==> src/rtl/fir_frame_arbiter_pkg.sv <==
`default_nettype none
// ============================================================================
//  Module      : fir_ctrl_pkg
//  Description : Shared types and constants for the FIR frame arbiter slice.
//                Holds the input FSM state type, the channel identifier type
//                and the number of requester channels.
//  Revision    : 1.0 - initial release
// ============================================================================
package fir_ctrl_pkg;

    typedef enum logic [1:0] {
        IDLE   = 2'd0,
        GRANT0 = 2'd1,
        GRANT1 = 2'd2
    } arb_state_t;

    typedef logic chan_id_t;

    localparam int NUM_CH = 2;

endpackage
`default_nettype wire

==> src/rtl/fir_frame_arbiter_if.sv <==
`default_nettype none
// ============================================================================
//  Module      : fir_frame_arbiter_if
//  Description : AXI-Stream bundle (tdata/tvalid/tlast/tready).
//                master : drives tdata/tvalid/tlast, receives tready
//                slave  : receives tdata/tvalid/tlast, drives tready
//  Revision    : 1.0 - initial release
// ============================================================================
interface fir_frame_arbiter_if #(
    parameter int AXI_BITWIDTH = 32
);
    logic [AXI_BITWIDTH-1:0] tdata;
    logic                    tvalid;
    logic                    tlast;
    logic                    tready;

    modport master (output tdata, output tvalid, output tlast, input  tready);
    modport slave  (input  tdata, input  tvalid, input  tlast, output tready);
endinterface
`default_nettype wire

==> src/rtl/fir_id_fifo.sv <==
`default_nettype none
// ============================================================================
//  Module      : fir_id_fifo
//  Description : Synchronous FIFO of channel IDs, one entry per frame that is
//                granted into the FIR and not yet fully returned.
//  Ports       : clk, rstn (async active-low clear)
//                push/push_id : enqueue (ignored when full)
//                pop          : dequeue (ignored when empty)
//                full/empty/count/head : status and oldest entry
//  Revision    : 1.0 - initial release
// ============================================================================
module fir_id_fifo
    import fir_ctrl_pkg::*;
#(
    parameter int DEPTH = 4
) (
    input  logic                   clk,
    input  logic                   rstn,
    input  logic                   push,
    input  chan_id_t               push_id,
    input  logic                   pop,
    output logic                   full,
    output logic                   empty,
    output logic [$clog2(DEPTH):0] count,
    output chan_id_t               head
);

    localparam int              c_aw      = $clog2(DEPTH);
    localparam logic [c_aw:0]   c_depth   = (c_aw + 1)'(DEPTH);
    localparam logic [c_aw:0]   c_cnt_one = (c_aw + 1)'(1);
    localparam logic [c_aw-1:0] c_ptr_one = c_aw'(1);

    chan_id_t        r_mem [DEPTH];
    logic [c_aw-1:0] r_wr_ptr;
    logic [c_aw-1:0] r_rd_ptr;
    logic [c_aw:0]   r_count;
    logic            w_push;
    logic            w_pop;

    assign full   = (r_count == c_depth);
    assign empty  = (r_count == '0);
    assign count  = r_count;
    assign head   = r_mem[r_rd_ptr];

    // Full only gates the push, so a pop always drains even at capacity.
    assign w_push = push & ~full;
    assign w_pop  = pop & ~empty;

    // Pointers are exactly log2(DEPTH) wide, so they wrap for free.
    always_ff @(posedge clk or negedge rstn) begin
        if (!rstn) begin
            r_wr_ptr <= '0;
            r_rd_ptr <= '0;
            r_count  <= '0;
        end else begin
            if (w_push) begin
                r_wr_ptr <= r_wr_ptr + c_ptr_one;
            end
            if (w_pop) begin
                r_rd_ptr <= r_rd_ptr + c_ptr_one;
            end
            if (w_push && !w_pop) begin
                r_count <= r_count + c_cnt_one;
            end else if (!w_push && w_pop) begin
                r_count <= r_count - c_cnt_one;
            end
        end
    end

    always_ff @(posedge clk) begin
        if (w_push) begin
            r_mem[r_wr_ptr] <= push_id;
        end
    end

endmodule
`default_nettype wire

==> src/rtl/fir_frame_arbiter.sv <==
`default_nettype none
// ============================================================================
//  Module      : fir_frame_arbiter
//  Description : Shares one FIR AXI-Stream engine between two requesters.
//                Grants whole frames (tlast-delimited) round-robin, records
//                the granted channel in an ID FIFO, and steers each FIR
//                output frame back to the channel at the FIFO head.
//  Ports       : clk, rstn (async active-low)
//                s0_axis, s1_axis : requester inputs (slave)
//                fir_s_axis       : to FIR input (master)
//                fir_m_axis       : from FIR output (slave)
//                m0_axis, m1_axis : filtered outputs (master)
//                inflight         : frames queued in the ID FIFO
//                err_orphan       : sticky, FIR output seen with no owner
//  Revision    : 1.0 - initial release
// ============================================================================
module fir_frame_arbiter
    import fir_ctrl_pkg::*;
#(
    parameter int AXI_BITWIDTH  = 32,
    parameter int ID_FIFO_DEPTH = 4
) (
    input  logic                           clk,
    input  logic                           rstn,
    fir_frame_arbiter_if.slave             s0_axis,
    fir_frame_arbiter_if.slave             s1_axis,
    fir_frame_arbiter_if.master            fir_s_axis,
    fir_frame_arbiter_if.slave             fir_m_axis,
    fir_frame_arbiter_if.master            m0_axis,
    fir_frame_arbiter_if.master            m1_axis,
    output logic [$clog2(ID_FIFO_DEPTH):0] inflight,
    output logic                           err_orphan
);

    arb_state_t              r_state;
    arb_state_t              w_state_next;
    logic                    r_rr_last;
    logic                    r_err_orphan;
    logic                    w_grant0;
    logic                    w_grant1;
    logic                    w_push;
    chan_id_t                w_push_id;
    logic                    w_pop;
    logic                    w_fifo_full;
    logic                    w_fifo_empty;
    chan_id_t                w_head;
    logic [NUM_CH-1:0]       w_sink_ready;
    logic [AXI_BITWIDTH-1:0] w_fir_s_data;

    // Both grant terms are mutually exclusive: with both requesters valid,
    // the one opposite the last winner takes the frame.
    assign w_grant0 = ~w_fifo_full & s0_axis.tvalid & (~s1_axis.tvalid |  r_rr_last);
    assign w_grant1 = ~w_fifo_full & s1_axis.tvalid & (~s0_axis.tvalid | ~r_rr_last);

    // ---------------- state register ----------------
    always_ff @(posedge clk or negedge rstn) begin
        if (!rstn) begin
            r_state      <= IDLE;
            r_rr_last    <= 1'b1;
            r_err_orphan <= 1'b0;
        end else begin
            r_state <= w_state_next;
            if (w_push) begin
                r_rr_last <= w_push_id;
            end
            if (w_fifo_empty && fir_m_axis.tvalid) begin
                r_err_orphan <= 1'b1;
            end
        end
    end

    // ---------------- next-state logic ----------------
    always_comb begin
        w_state_next = r_state;
        case (r_state)
            IDLE: begin
                if (w_grant0) begin
                    w_state_next = GRANT0;
                end else if (w_grant1) begin
                    w_state_next = GRANT1;
                end
            end
            GRANT0: begin
                if (s0_axis.tvalid && fir_s_axis.tready && s0_axis.tlast) begin
                    w_state_next = IDLE;
                end
            end
            GRANT1: begin
                if (s1_axis.tvalid && fir_s_axis.tready && s1_axis.tlast) begin
                    w_state_next = IDLE;
                end
            end
            default: w_state_next = IDLE;
        endcase
    end

    // ---------------- output logic (input path + push) ----------------
    always_comb begin
        w_fir_s_data      = s0_axis.tdata;
        fir_s_axis.tvalid = 1'b0;
        fir_s_axis.tlast  = 1'b0;
        s0_axis.tready    = 1'b0;
        s1_axis.tready    = 1'b0;
        w_push            = 1'b0;
        w_push_id         = 1'b0;
        case (r_state)
            IDLE: begin
                w_push    = w_grant0 | w_grant1;
                w_push_id = w_grant1;
            end
            GRANT0: begin
                fir_s_axis.tvalid = s0_axis.tvalid;
                fir_s_axis.tlast  = s0_axis.tlast;
                s0_axis.tready    = fir_s_axis.tready;
            end
            GRANT1: begin
                w_fir_s_data      = s1_axis.tdata;
                fir_s_axis.tvalid = s1_axis.tvalid;
                fir_s_axis.tlast  = s1_axis.tlast;
                s1_axis.tready    = fir_s_axis.tready;
            end
            default: ;
        endcase
    end

    assign fir_s_axis.tdata = w_fir_s_data;

    // ---------------- output routing by FIFO head ----------------
    assign w_sink_ready      = {m1_axis.tready, m0_axis.tready};
    assign fir_m_axis.tready = ~w_fifo_empty & w_sink_ready[w_head];

    assign m0_axis.tdata  = fir_m_axis.tdata;
    assign m0_axis.tlast  = fir_m_axis.tlast;
    assign m0_axis.tvalid = ~w_fifo_empty & (w_head == 1'b0) & fir_m_axis.tvalid;
    assign m1_axis.tdata  = fir_m_axis.tdata;
    assign m1_axis.tlast  = fir_m_axis.tlast;
    assign m1_axis.tvalid = ~w_fifo_empty & (w_head == 1'b1) & fir_m_axis.tvalid;

    assign w_pop = fir_m_axis.tvalid & fir_m_axis.tready & fir_m_axis.tlast;

    fir_id_fifo #(
        .DEPTH (ID_FIFO_DEPTH)
    ) u_id_fifo (
        .clk     (clk),
        .rstn    (rstn),
        .push    (w_push),
        .push_id (w_push_id),
        .pop     (w_pop),
        .full    (w_fifo_full),
        .empty   (w_fifo_empty),
        .count   (inflight),
        .head    (w_head)
    );

    assign err_orphan = r_err_orphan;

endmodule
`default_nettype wire

==> src/flat_wrapper.sv <==
// flat-port wrapper written by rule: the top's interface ports become plain ports
module fir_frame_arbiter_flat import fir_ctrl_pkg::*;
#(
    parameter int AXI_BITWIDTH  = 32,
    parameter int ID_FIFO_DEPTH = 4
)
  (clk, rstn, inflight, err_orphan, s0_axis_tdata, s0_axis_tvalid, s0_axis_tlast, s0_axis_tready, s1_axis_tdata, s1_axis_tvalid, s1_axis_tlast, s1_axis_tready, fir_s_axis_tdata, fir_s_axis_tvalid, fir_s_axis_tlast, fir_s_axis_tready, fir_m_axis_tdata, fir_m_axis_tvalid, fir_m_axis_tlast, fir_m_axis_tready, m0_axis_tdata, m0_axis_tvalid, m0_axis_tlast, m0_axis_tready, m1_axis_tdata, m1_axis_tvalid, m1_axis_tlast, m1_axis_tready);
  fir_frame_arbiter_if #(.AXI_BITWIDTH(AXI_BITWIDTH)) s0_axis_i ();
  fir_frame_arbiter_if #(.AXI_BITWIDTH(AXI_BITWIDTH)) s1_axis_i ();
  fir_frame_arbiter_if #(.AXI_BITWIDTH(AXI_BITWIDTH)) fir_s_axis_i ();
  fir_frame_arbiter_if #(.AXI_BITWIDTH(AXI_BITWIDTH)) fir_m_axis_i ();
  fir_frame_arbiter_if #(.AXI_BITWIDTH(AXI_BITWIDTH)) m0_axis_i ();
  fir_frame_arbiter_if #(.AXI_BITWIDTH(AXI_BITWIDTH)) m1_axis_i ();
  input  logic clk;
  input  logic rstn;
  output logic [$clog2(ID_FIFO_DEPTH):0] inflight;
  output logic err_orphan;
  input wire logic [$bits(s0_axis_i.tdata)-1:0] s0_axis_tdata;
  input wire logic [$bits(s0_axis_i.tvalid)-1:0] s0_axis_tvalid;
  input wire logic [$bits(s0_axis_i.tlast)-1:0] s0_axis_tlast;
  output wire logic [$bits(s0_axis_i.tready)-1:0] s0_axis_tready;
  input wire logic [$bits(s1_axis_i.tdata)-1:0] s1_axis_tdata;
  input wire logic [$bits(s1_axis_i.tvalid)-1:0] s1_axis_tvalid;
  input wire logic [$bits(s1_axis_i.tlast)-1:0] s1_axis_tlast;
  output wire logic [$bits(s1_axis_i.tready)-1:0] s1_axis_tready;
  output wire logic [$bits(fir_s_axis_i.tdata)-1:0] fir_s_axis_tdata;
  output wire logic [$bits(fir_s_axis_i.tvalid)-1:0] fir_s_axis_tvalid;
  output wire logic [$bits(fir_s_axis_i.tlast)-1:0] fir_s_axis_tlast;
  input wire logic [$bits(fir_s_axis_i.tready)-1:0] fir_s_axis_tready;
  input wire logic [$bits(fir_m_axis_i.tdata)-1:0] fir_m_axis_tdata;
  input wire logic [$bits(fir_m_axis_i.tvalid)-1:0] fir_m_axis_tvalid;
  input wire logic [$bits(fir_m_axis_i.tlast)-1:0] fir_m_axis_tlast;
  output wire logic [$bits(fir_m_axis_i.tready)-1:0] fir_m_axis_tready;
  output wire logic [$bits(m0_axis_i.tdata)-1:0] m0_axis_tdata;
  output wire logic [$bits(m0_axis_i.tvalid)-1:0] m0_axis_tvalid;
  output wire logic [$bits(m0_axis_i.tlast)-1:0] m0_axis_tlast;
  input wire logic [$bits(m0_axis_i.tready)-1:0] m0_axis_tready;
  output wire logic [$bits(m1_axis_i.tdata)-1:0] m1_axis_tdata;
  output wire logic [$bits(m1_axis_i.tvalid)-1:0] m1_axis_tvalid;
  output wire logic [$bits(m1_axis_i.tlast)-1:0] m1_axis_tlast;
  input wire logic [$bits(m1_axis_i.tready)-1:0] m1_axis_tready;
  assign s0_axis_i.tdata = s0_axis_tdata;
  assign s0_axis_i.tvalid = s0_axis_tvalid;
  assign s0_axis_i.tlast = s0_axis_tlast;
  assign s0_axis_tready = s0_axis_i.tready;
  assign s1_axis_i.tdata = s1_axis_tdata;
  assign s1_axis_i.tvalid = s1_axis_tvalid;
  assign s1_axis_i.tlast = s1_axis_tlast;
  assign s1_axis_tready = s1_axis_i.tready;
  assign fir_s_axis_tdata = fir_s_axis_i.tdata;
  assign fir_s_axis_tvalid = fir_s_axis_i.tvalid;
  assign fir_s_axis_tlast = fir_s_axis_i.tlast;
  assign fir_s_axis_i.tready = fir_s_axis_tready;
  assign fir_m_axis_i.tdata = fir_m_axis_tdata;
  assign fir_m_axis_i.tvalid = fir_m_axis_tvalid;
  assign fir_m_axis_i.tlast = fir_m_axis_tlast;
  assign fir_m_axis_tready = fir_m_axis_i.tready;
  assign m0_axis_tdata = m0_axis_i.tdata;
  assign m0_axis_tvalid = m0_axis_i.tvalid;
  assign m0_axis_tlast = m0_axis_i.tlast;
  assign m0_axis_i.tready = m0_axis_tready;
  assign m1_axis_tdata = m1_axis_i.tdata;
  assign m1_axis_tvalid = m1_axis_i.tvalid;
  assign m1_axis_tlast = m1_axis_i.tlast;
  assign m1_axis_i.tready = m1_axis_tready;
  fir_frame_arbiter #(.AXI_BITWIDTH(AXI_BITWIDTH), .ID_FIFO_DEPTH(ID_FIFO_DEPTH)) u_core (.clk(clk), .rstn(rstn), .s0_axis(s0_axis_i), .s1_axis(s1_axis_i), .fir_s_axis(fir_s_axis_i), .fir_m_axis(fir_m_axis_i), .m0_axis(m0_axis_i), .m1_axis(m1_axis_i), .inflight(inflight), .err_orphan(err_orphan));
endmodule
==> config.mk <==
export PLATFORM = sky130hd
export DESIGN_NAME = fir_frame_arbiter_flat
export DESIGN_NICKNAME = d
export VERILOG_FILES = /design/src/rtl/fir_frame_arbiter_pkg.sv /design/src/rtl/fir_frame_arbiter_if.sv /design/src/rtl/fir_id_fifo.sv /design/src/rtl/fir_frame_arbiter.sv /design/src/flat_wrapper.sv
export SDC_FILE = /design/constraint.sdc
export NUM_CORES = 1
export LEC_CHECK = 0
export ABC_AREA = 1
export BUFFER_PORTS_ARGS = -buffer_cell sky130_fd_sc_hd__buf_2
export CORE_AREA = 2 2 85 87
export CTS_CLUSTER_DIAMETER = 30
export CTS_CLUSTER_SIZE = 24
export DETAILED_ROUTE_END_ITERATION = 12
export DIE_AREA = 0 0 87 89
export GPL_ROUTABILITY_DRIVEN = 0
export GPL_TIMING_DRIVEN = 0
export PLACE_DENSITY = 0.76
export SKIP_CTS_REPAIR_TIMING = 1
export SLEW_MARGIN = 20
export SYNTH_ARGS = -nofsm -noshare
export SYNTH_HDL_FRONTEND = slang
export SYNTH_HIERARCHICAL = 1
export SYNTH_SLANG_ARGS = --single-unit
==> constraint.sdc <==
create_clock -name clk -period 2.4 [get_ports clk]
set_input_delay 0.12 -clock clk [delete_from_list [all_inputs] [get_ports clk]]
set_output_delay 0.12 -clock clk [all_outputs]
set_load 0.01 [all_outputs]
Word level (Yosys, flattened, before mapping)

Memory sizes are Yosys's and may differ from the RTL's.
Index checks and enable logic that the tools add are counted.

Eq/ne operators: 6
Bitwise logic cells: 22
$lt $le $gt $ge: 1
Reductions and logical operators: 13
Add/subtract/negate cells: 4
Muxes and demuxes: 18

Operators with widths:

| operator            | number |
|---|---|
| $mux 32             | 1 |
| $and 1x1->1         | 13 |
| $mux 1              | 8 |
| $mux 2              | 4 |
| $logic_and 1x1->1   | 7 |
| $mux 3              | 2 |
| $not 1->1           | 6 |
| $pmux 2 s3          | 1 |
| $add 2x1->2 const B | 2 |
| $ne 2x1->1 const B  | 2 |
| $pmux 1 s2          | 2 |
| $add 3x1->3 const B | 1 |
| $eq 3x3->1 const B  | 1 |
| $logic_not 3->1     | 1 |
| $ne 3x1->1 const B  | 1 |
| $or 1x1->1          | 3 |
| $reduce_and 3->1    | 1 |
| $sub 3x1->3 const B | 1 |
| $eq 2x1->1 const B  | 1 |
| $eq 2x2->1 const B  | 1 |
| $logic_not 1->1     | 2 |
| $logic_not 2->1     | 1 |
| $lt 1x2->1 const B  | 1 |
| $reduce_bool 2->1   | 1 |

Bits of input ports: 107
Memories kept: 1
RAM bits: 4
Word-level logic and storage cells: 71
Output and inout port bits: 109
Register bits after elaboration: 11

Memory list:

| memory                 | depth | width | rd ports | clocked after Yosys merged registers in | write ports | line              | source |
|---|---|---|---|---|---|---|---|
| u_core.u_id_fifo.r_mem | 4     | 1     | 1        | 0                                       | 1           | fir_id_fifo.sv:33 | `chan_id_t r_mem [DEPTH];` |

Depth between registers and ports, before layout

Gate-level depths: netlist (run 1).

Depth in word-level cells: 11
Mapped depth: 17
Gate-level depth less buffers: 17

Cells and area by module

Netlist (run 1), hierarchy kept.

Modules (own cells, without submodules):

| module            | times used | sequential area each (um^2) | area each (um^2) | cells an instance |
|---|---|---|---|---|
| fir_frame_arbiter | 1          | 101.3                       | 1303.8           | 232 |
| fir_id_fifo       | 1          | 295.3                       | 633.1            | 73 |

Worst setup path before layout (run 1)

Ideal clock, no wire load.

Kind: register to register
Start point: reg u_core.u_id_fifo.r_count[0] (netlist: u_core/u_id_fifo/count[0])
End point: reg u_core.u_id_fifo.r_count[2] (netlist: u_core/u_id_fifo/count[2])
Buffers on the path: 0
Setup time: 117 ps
Period minus slack after synthesis: 2159 ps
Slack: 241 ps
Cell stages (with the launch flop): 16
Required time: 2283 ps
Data arrival time: 2042 ps
Path through: dfrtp_1 > inv_2 > nand3_2 > inv_1 > inv_2 > nand2_1 > a21oi_2 > nand2_4 > inv_1 > ha_1 > inv_1 > fa_1 > nand2_1 > nand3_1 > nand2_1 > nand2_1

Cells in the longest elaborated chain, start to end: 10
Elaborated cells on any way between the ends: 24
Classes of those cells: add/sub: 2; eq/ne: 1; mux: 3; bitwise: 12; reduce/logical: 6

RTL lines:

| item                                                | line                                             | source |
|---|---|---|
| start: declaration                                  | fir_id_fifo.sv:36                                | `logic [c_aw:0] r_count;` |
| start signal: assignment                            | fir_id_fifo.sv:63                                | `r_count <= r_count + c_cnt_one;` |
| start signal: assignment                            | fir_id_fifo.sv:65                                | `r_count <= r_count - c_cnt_one;` |
| $eq 3x3->1 *                                        | fir_id_fifo.sv:40                                | `assign full = (r_count == c_depth);` |
| via u_core.w_fifo_full                              | fir_frame_arbiter.sv:44                          | `logic w_fifo_full;` |
| $not 1->1 *                                         | fir_frame_arbiter.sv:52, fir_frame_arbiter.sv:53 |  |
| $and 1x1->1, on equally long branches (2 in series) | fir_frame_arbiter.sv:52, fir_frame_arbiter.sv:53 |  |
| $or 1x1->1 *                                        | fir_frame_arbiter.sv:108                         | `w_push = w_grant0 \| w_grant1;` |
| $mux 1 *                                            | fir_frame_arbiter.sv:106                         | `case (r_state)` |
| via u_core.w_push                                   | fir_frame_arbiter.sv:41                          | `logic w_push;` |
| $and 1x1->1 *                                       | fir_id_fifo.sv:46                                | `assign w_push = push & ~full;` |
| via u_core.u_id_fifo.w_push                         | fir_id_fifo.sv:37                                | `logic w_push;` |
| $logic_not 1->1                                     | fir_id_fifo.sv:64                                | `end else if (!w_push && w_pop) begin` |
| $logic_and 1x1->1                                   | fir_id_fifo.sv:64                                |  |
| $reduce_bool 2->1 (no source line)                  | --                                               |  |

Mark *: on every way through the listed nets, which the timed path passes. The rest lies on a longest branch. The select of a mux whose other input is x is not followed.
A chain may end at the register's enable or synchronous reset.

Final worst setup path (run 1)

Start point: reg u_core.r_state[0]
End point: reg u_core.u_id_fifo.r_count[2] (netlist: u_core/u_id_fifo/count[2])

Cells in the longest elaborated chain, start to end: 6
Elaborated cells on any way between the ends: 8
Classes of those cells: mux: 2; bitwise: 1; reduce/logical: 5

RTL lines:

| item                               | line                     | source |
|---|---|---|
| start: declaration                 | fir_frame_arbiter.sv:35  | `arb_state_t r_state;` |
| start signal: assignment           | fir_frame_arbiter.sv:62  | `r_state <= w_state_next;` |
| $logic_not 2->1 *                  | fir_frame_arbiter.sv:106 |  |
| $mux 1 *                           | fir_frame_arbiter.sv:106 |  |
| via u_core.w_push                  | fir_frame_arbiter.sv:41  |  |
| $and 1x1->1 *                      | fir_id_fifo.sv:46        |  |
| via u_core.u_id_fifo.w_push        | fir_id_fifo.sv:37        |  |
| $logic_not 1->1                    | fir_id_fifo.sv:64        |  |
| $logic_and 1x1->1                  | fir_id_fifo.sv:64        |  |
| $reduce_bool 2->1 (no source line) | --                       |  |

Mark *: on every way through the listed nets, which the timed path passes. The rest lies on a longest branch.

==> key figures, run 1 <==
Floorplan
  – Core ar.: 6720 um^2
  – Rows: 30
  – Die Area: 7740 um^2
  – I/O Pins: 216
  – Initial core utilization: 28.8%
  – Die Width: 87 um
  – Die H: 89 um

Routing
  – Final WL: 6.65 mm
  – Initial DRC Count: 57
  – Wire per inst: 11.5 um
  – Vias: 2422
  – Routed Antenna Nets: 0
  – # DRC: 0
  – Via density: 4.19
  – TritonRoute pass-1 iters: 4

Timing
  – Relative slew margins: 82.4%
  – Fmax: 441 MHz
  – PnR worst setup slack: 0.131 ns
  – Slew @ Worst Pin: 0.263 ns
  – Fin crit share: 94.5%
  – Clock skew: 0.00177 ns
  – Hold WS: 0.125 ns
  – Final hold vios: 0
  – Slew Viols, Final: 0
  – Setup Viol. Count Final: 0
  – Period minus WS final: 2.27 ns

Job
  – Maxcap violations: 0

Synth
  – Post-Syn Area per Cell: 6.35 um^2
  – EDFF count, synth: 4
  – Yosys cell types: 27
  – Post-Synth Simple-Gate Area: 34.5%
  – #FFs+latches synth: 15
  – Mux cell area share after synthesis: 0%
  – Largest family of logic cells by synthesized area: simple AND/OR/NAND/NOR gates
  – Synth Area in Compound Gates: 3.36%
  – Post-Syn Nets: 422
  – Post-Synth XOR/XNOR Area: 0.452%
  – Top FF cell, synth: dfrtp_1
  – Post-Syn Area: 1940 um^2
  – Cell count after synthesis: 305
  – Adder-Cell Fraction of Synth Area: 6.85%
  – Register area share after synthesis: 20.5%
  – Synth warn: 6
  – Ys async rst share: 73.3%

CTS
  – CTS tree: built
  – CTS sink count: 15
  – Clock Path Buffers: 2
  – Clock Tree Root: clkbuf_8
  – Clk_lat worst skew: 0.24 ns
  – Clock Pin Slew Worst Setup and Hold Paths: 0.06 ns
  – Number of buffers created by CTS: 3
  – H-Tree Depth: 1

Critical path
  – Arrival time worst endpoint: 2.40 ns
  – Reg-to-Reg Start: u_core/r_state[0]
  – WP data required: 2.53 ns
  – CP max FO: 7
  – FF-to-FF setup slack: 0.13 ns
  – Crit Path Class: reg2reg
  – Register-to-Register Path Depth: 13
  – Worst setup EP type: flip-flop
  – CP startpoint kind: flip-flop
  – Reg2Reg Capture Point: u_core/u_id_fifo/count[2]

Hold path
  – Hold Path Sink: u_core/err_orphan
  – HP Start: fir_m_axis_tvalid
  – Min-Delay Path Class: in2reg
  – Hold depth: 2

Global routing
  – First-pass GRT wire length: 9.36 mm
  – Initial antenna violation count: 2
  – Largest net degree at the start of global routing: 12
  – Total GRT Usage: 14.9%
  – Global route overflow: 0
  – Vias in the first global route: 2136

Power
  – Leakage: 1.99 nW
  – Max IR drop VDD: 0.364 mV
  – PD cells: 867 nW/um^2

Final layout
  – Share of cells above drive strength 1: 57.3%
  – Multi-input gate area: 897 um^2
  – Area Growth Syn to Fin: 58.3%
  – Most frequent cells in the layout: buf_2, nand2_1, buf_4, inv_1, nand3_1
  – Leading cell type in the layout, fill and taps excluded: buf_2
  – # nets final: 615
  – Fill count: 692
  – Sequential Area: 399 um^2

Place
  – Post-DP HPWL: 5.79 mm
  – Worst slack at placement: 0.0593 ns
  – Port Buf Inserts: 183

Outcome
  – Status: finished clean
==> registers in the layout, indices dropped and copies added (netlist names) <==
signal	cells
u_core/err_orphan	1
u_core/u_id_fifo/count	3
u_core/u_id_fifo/r_mem	4
u_core/r_state	2
u_core/u_id_fifo/r_rd_ptr	2
u_core/r_rr_last	1
u_core/u_id_fifo/r_wr_ptr	2
==> cells by family (layout without fill, tap and decap cells) <==
| logic type | count (synthesis) | count (layout) |
|---|---|---|
| compound gates | 10 | 10 |
| simple gates | 162 | 162 |
| other cells | 0 | 1 |
| fa+ha+maj | 10 | 10 |
| flops | 15 | 15 |
| buf+inv | 107 | 299 |
| xor+xnor | 1 | 1 |
==> routing by layer <==
layer / track usage [%] / share of wire (%) / routed length [um] / vias up
met1: 17.1 / 39 / 2570 / 1047
met2: 27.2 / 50 / 3330 / 120
met5: 0 / 0.20 / 13 / -
met3: 3.69 / 9.1 / 603 / 16
met4: 4.26 / 2.0 / 133 / 2
li1: - / - / - / 1237
==> worst max-delay path by stage <==
stage,start,to,slack [ns],depth (start not counted)
2_1_floorplan,u_core/u_id_fifo/count[0],u_core/u_id_fifo/count[2],0.24,15
3_3_place_gp,u_core/u_id_fifo/count[0],u_core/u_id_fifo/count[2],0.15,15
3_5_place_dp,u_core/u_id_fifo/count[0],u_core/u_id_fifo/count[2],0.06,15
4_1_cts,u_core/u_id_fifo/count[0],u_core/u_id_fifo/count[2],0.01,15
5_1_grt,u_core/r_state[0],u_core/u_id_fifo/count[2],-0.04,13
6_report,u_core/r_state[0],u_core/u_id_fifo/count[2],0.13,13
==> synth_stat cells, types with 3 or more instances <==
master | n | area [um^2]
nor2_1 | 9 | 33.8
ha_1 | 9 | 113
nand3_1 | 10 | 50.1
dfrtp_1 | 10 | 250
a21oi_1 | 3 | 15.0
inv_1 | 28 | 105
nand3_2 | 4 | 40.0
nand2_1 | 131 | 492
inv_2 | 5 | 18.8
edfxtp_1 | 4 | 120
buf_2 | 4 | 20.0
buf_4 | 69 | 518
nand2_2 | 3 | 18.8
==> final cells by class <==
cell class	count	area share, %
repair buffers	188	31.2
multi-input cells	183	29.3
plain buffers	73	17.6
flip-flops and latches	15	13.0
inverters	34	4.16
well taps	80	3.27
clock buffers	4	1.47
diodes	1	0.0816
==> worst max-delay path, cell delays in order (launching register included) <==
cell and delay (ns):
dfrtp_1 0.40, inv_1 0.12, ha_1 0.21, inv_1 0.12, a21oi_4 0.19, nand2_4 0.10, inv_1 0.07, ha_1 0.17
inv_1 0.07, fa_1 0.39, nand2_1 0.11, nand3_1 0.09, nand2_1 0.06, nand2_1 0.04
==> through the flow <==
stage / setup TNS, ns / power, mW / utilization, % / instances / cell area, um^2
2_1_floorplan: 0 / 1.69 / - / 305 / 1940
3_3_place_gp: 0 / 2.27 / 43.9 / 568 / 2950
3_5_place_dp: 0 / 2.34 / 43.9 / 568 / 2950
4_1_cts: 0 / 2.56 / 44.6 / 572 / 3000
5_1_grt: -0.0358 / 2.91 / 45.6 / 577 / 3060
6_report: 0 / 2.66 / 45.6 / 578 / 3070
==> power breakdown <==
part           internal (mW)  switching [mW]
Clock                  0.117          0.0808
Sequential             0.387          0.0797
Combinational          0.810            1.18
Total                   1.31            1.34
Power figures use the tool's default switching activity.
==> inputs of run 2 (changes only) <==
PLACE_DENSITY = 0.69   (was 0.76)
clock period = 2.2 ns   (was 2.4 ns; I/O delays follow)
==> run 2 against run 1 <==
Net effect: die area stayed put; via count is 0.12% lower; first-iteration DRC count is 1.8% lower; flip-flop and latch count stayed put; cell count is 0.87% higher; worst hold slack worse by 0.013 ns; count of clock-buffer cells in the layout is 1 lower; register-to-register slack worse by 0.07 ns; sequential power is 9.6% higher; largest cell class unchanged; largest power group unchanged; highest routed layer is now met4.
==> key figures, run 2 (synthesis gave the netlist of run 1 again) <==
Outcome
  – Status: finished clean

CTS
  – CTS tree: built
  – Clk_lat worst skew: 0.24 ns (about the same)
  – Number of buffers created by CTS: 3 (unchanged)
  – Clock Tree Root: clkbuf_8
  – H-Tree Depth: 1 (unchanged)
  – CTS sink count: 15 (unchanged)
  – Clock Pin Slew Worst Setup and Hold Paths: 0.06 ns (about the same)
  – Clock Path Buffers: 2 (unchanged)

Floorplan
  – Rows: 30 (unchanged)
  – Core ar.: 6720 um^2 (unchanged)
  – Die H: 89 um (unchanged)
  – I/O Pins: 216 (unchanged)
  – Die Area: 7740 um^2 (unchanged)
  – Die Width: 87 um (unchanged)
  – Initial core utilization: 28.8% (unchanged)

Global routing
  – Total GRT Usage: 15.9% (+1.1 points)
  – GRT Max-Usage Layer: met2
  – First-pass GRT wire length: 9.79 mm (+4.6%)
  – Initial antenna violation count: 0 (-2)
  – Largest net degree at the start of global routing: 12 (unchanged)
  – Met2 Track Usage GR: 27.6% (+0.35 points)
  – Met3 Usage GRT: 2.77% (-0.92 points)
  – Global route overflow: 0 (unchanged)
  – Vias in the first global route: 2185 (+2.3%)
  – GRT met1 Usage: 21.1% (+4.0 points)

Final layout
  – Share of cells above drive strength 1: 59.2% (+1.9 points)
  – Antenna cells: 0 (-1)
  – Fill count: 699 (+1.0%)
  – # nets final: 621 (+0.98%)
  – Leading cell type in the layout, fill and taps excluded: buf_2
  – Non-Filler Instances: 583 (+0.87%)
  – Largest Register: u_core/u_id_fifo/r_mem
  – Area Growth Syn to Fin: 61.8%
  – Max FFs per register: 4 (unchanged)
  – Most frequent cells in the layout: buf_2, nand2_1, buf_4, inv_1, nand3_1

Critical path
  – Reg-to-Reg Start: u_core/u_id_fifo/count[2]
  – Family with the most delay on the worst path: simple AND/OR/NAND/NOR gates
  – WP data required: 2.34 ns (-0.19 ns)
  – Cell Chain, Critical Path: nand3_4 > inv_1 > inv_2 > nand2_1 > a21oi_4 > nand2_4 > inv_1 > ha_4 > inv_4 > fa_2 > nand2_2 > nand3_1 > nand2_1 > nand2_1
  – Most used cell, CP: nand2_1
  – FF-to-FF setup slack: 0.06 ns (-0.07 ns)
  – Crit path largest cell delay: 0.43 ns (+0.03 ns)
  – Worst setup EP type: flip-flop
  – CP max-delay cell: dfrtp_1
  – CP startpoint kind: flip-flop
  – Arrival time worst endpoint: 2.27 ns (-0.13 ns)
  – Register-to-Register Path Depth: 14 (+1)
  – Reg2Reg Capture Point: u_core/u_id_fifo/count[2]
  – CP max FO: 7 (unchanged)
  – Crit Path Class: reg2reg
  – Buf+Inv Stages, Crit Path: 4 (unchanged)

Timing
  – Fin crit share: 97.2% (+2.6 points)
  – RSZ-0062 raised after global routing: true
  – Clock skew: 0.000938 ns (-0.000827 ns)
  – Setup Viol. Count Final: 0 (unchanged)
  – Final hold vios: 0 (unchanged)
  – Period minus WS final: 2.14 ns (-0.131 ns)
  – Fmax: 468 MHz (+6.1%)
  – Slew @ Worst Pin: 0.252 ns (-0.0111 ns)
  – Relative slew margins: 83.2% (+0.80 points)
  – Slew Viols, Final: 0 (unchanged)

Power
  – Max IR drop VDD: 0.519 mV (+43%)
  – PD cells: 973 nW/um^2 (+12%)
  – Leakage: 2.02 nW (+1.6%)
  – Pwr Total: 3.05 mW (+15%)

Place
  – Post-DP HPWL: 5.99 mm (+3.4%)
  – Cells after DPL: 568 (unchanged)
  – Port Buf Inserts: 183 (unchanged)

Routing
  – Final WL: 6.85 mm (+3.1%)
  – # DRC: 0 (unchanged)
  – Initial DRC Count: 56 (-1.8%)
  – Routed Antenna Nets: 0 (unchanged)
  – Via density: 4.15 (-0.98%)
  – Wire per inst: 11.8 um (+2.2%)
  – Vias: 2419 (-0.12%)
  – TritonRoute pass-1 iters: 4 (unchanged)

Job
  – Maxcap violations: 0 (unchanged)

Hold path
  – HP Start: fir_m_axis_tvalid
  – Hold Path Sink: u_core/err_orphan
  – Min-Delay Path Class: in2reg
  – Hold depth: 2 (unchanged)
run 2: cell count changes in the layout (fill, tap and decap cells not counted), sizes merged:
cell,delta
clkbuf,-1
diode,-1
buf,+6
clkinv,+1
run 2: power by group:
part / switching, mW / internal (mW)
clock: 0.0912 / 0.125
sequential: 0.0915 / 0.420
combinational: 1.34 / 0.979
total: 1.52 / 1.52
run 2: layout make-up:
cell class                 instances  area (um^2)  share of cell area (%)
clock buffer                       3         41.3                    1.32
buffer                            73          538                    17.2
inverter                          34          130                    4.15
clock inverter                     1         5.00                   0.160
sequential                        15          398                    12.7
timing repair buffer             194         1000                    31.9
tap                               80          100                    3.19
multi-input combinational        183          920                    29.4
run 2: worst max path at each step:
| stage | start | endpoint | slack [ns] | cells after the start |
|---|---|---|---|---|
| 2_1_floorplan | u_core/u_id_fifo/count[0] | u_core/u_id_fifo/count[2] | 0.04 | 15 |
| 3_3_place_gp | u_core/u_id_fifo/count[0] | u_core/u_id_fifo/count[2] | -0.05 | 15 |
| 3_5_place_dp | u_core/u_id_fifo/count[0] | u_core/u_id_fifo/count[2] | -0.09 | 15 |
| 4_1_cts | u_core/u_id_fifo/count[0] | u_core/u_id_fifo/count[2] | -0.15 | 15 |
| 5_1_grt | u_core/u_id_fifo/count[2] | u_core/u_id_fifo/count[2] | -0.11 | 15 |
| 6_report | u_core/u_id_fifo/count[2] | u_core/u_id_fifo/count[2] | 0.06 | 14 |
run 2: through the flow:
stage / worst slack [ns] / TNS [ns] / area [um^2] / hold slack (ns) / utilization, %
2_1_floorplan: 0.0410 / 0 / 1940 / -0.186 / -
3_3_place_gp: -0.0490 / -0.0705 / 2950 / -0.00346 / 43.9
3_5_place_dp: -0.0859 / -0.167 / 2950 / -0.00334 / 43.9
4_1_cts: -0.146 / -0.265 / 3000 / -0.267 / 44.6
5_1_grt: -0.108 / -0.202 / 3130 / 0.112 / 46.6
6_report: 0.0623 / 0 / 3130 / 0.112 / 46.6
run 2: worst reg2reg max path, cell delays in order, from the launching register on:
cell and delay, ns:
dfrtp_1 0.43, nand3_4 0.14, inv_1 0.08, inv_2 0.07, nand2_1 0.11, a21oi_4 0.21, nand2_4 0.09, inv_1 0.10
ha_4 0.16, inv_4 0.03, fa_2 0.35, nand2_2 0.09, nand3_1 0.07, nand2_1 0.06, nand2_1 0.04
run 2: per-layer routing:
| layer | part of all wire (%) | wire (um) |
|---|---|---|
| met1 | 43 | 2970 |
| met2 | 48 | 3260 |
| met4 | 0.34 | 23 |
| met5 | 0 | 0 |
| met3 | 8.7 | 595 |
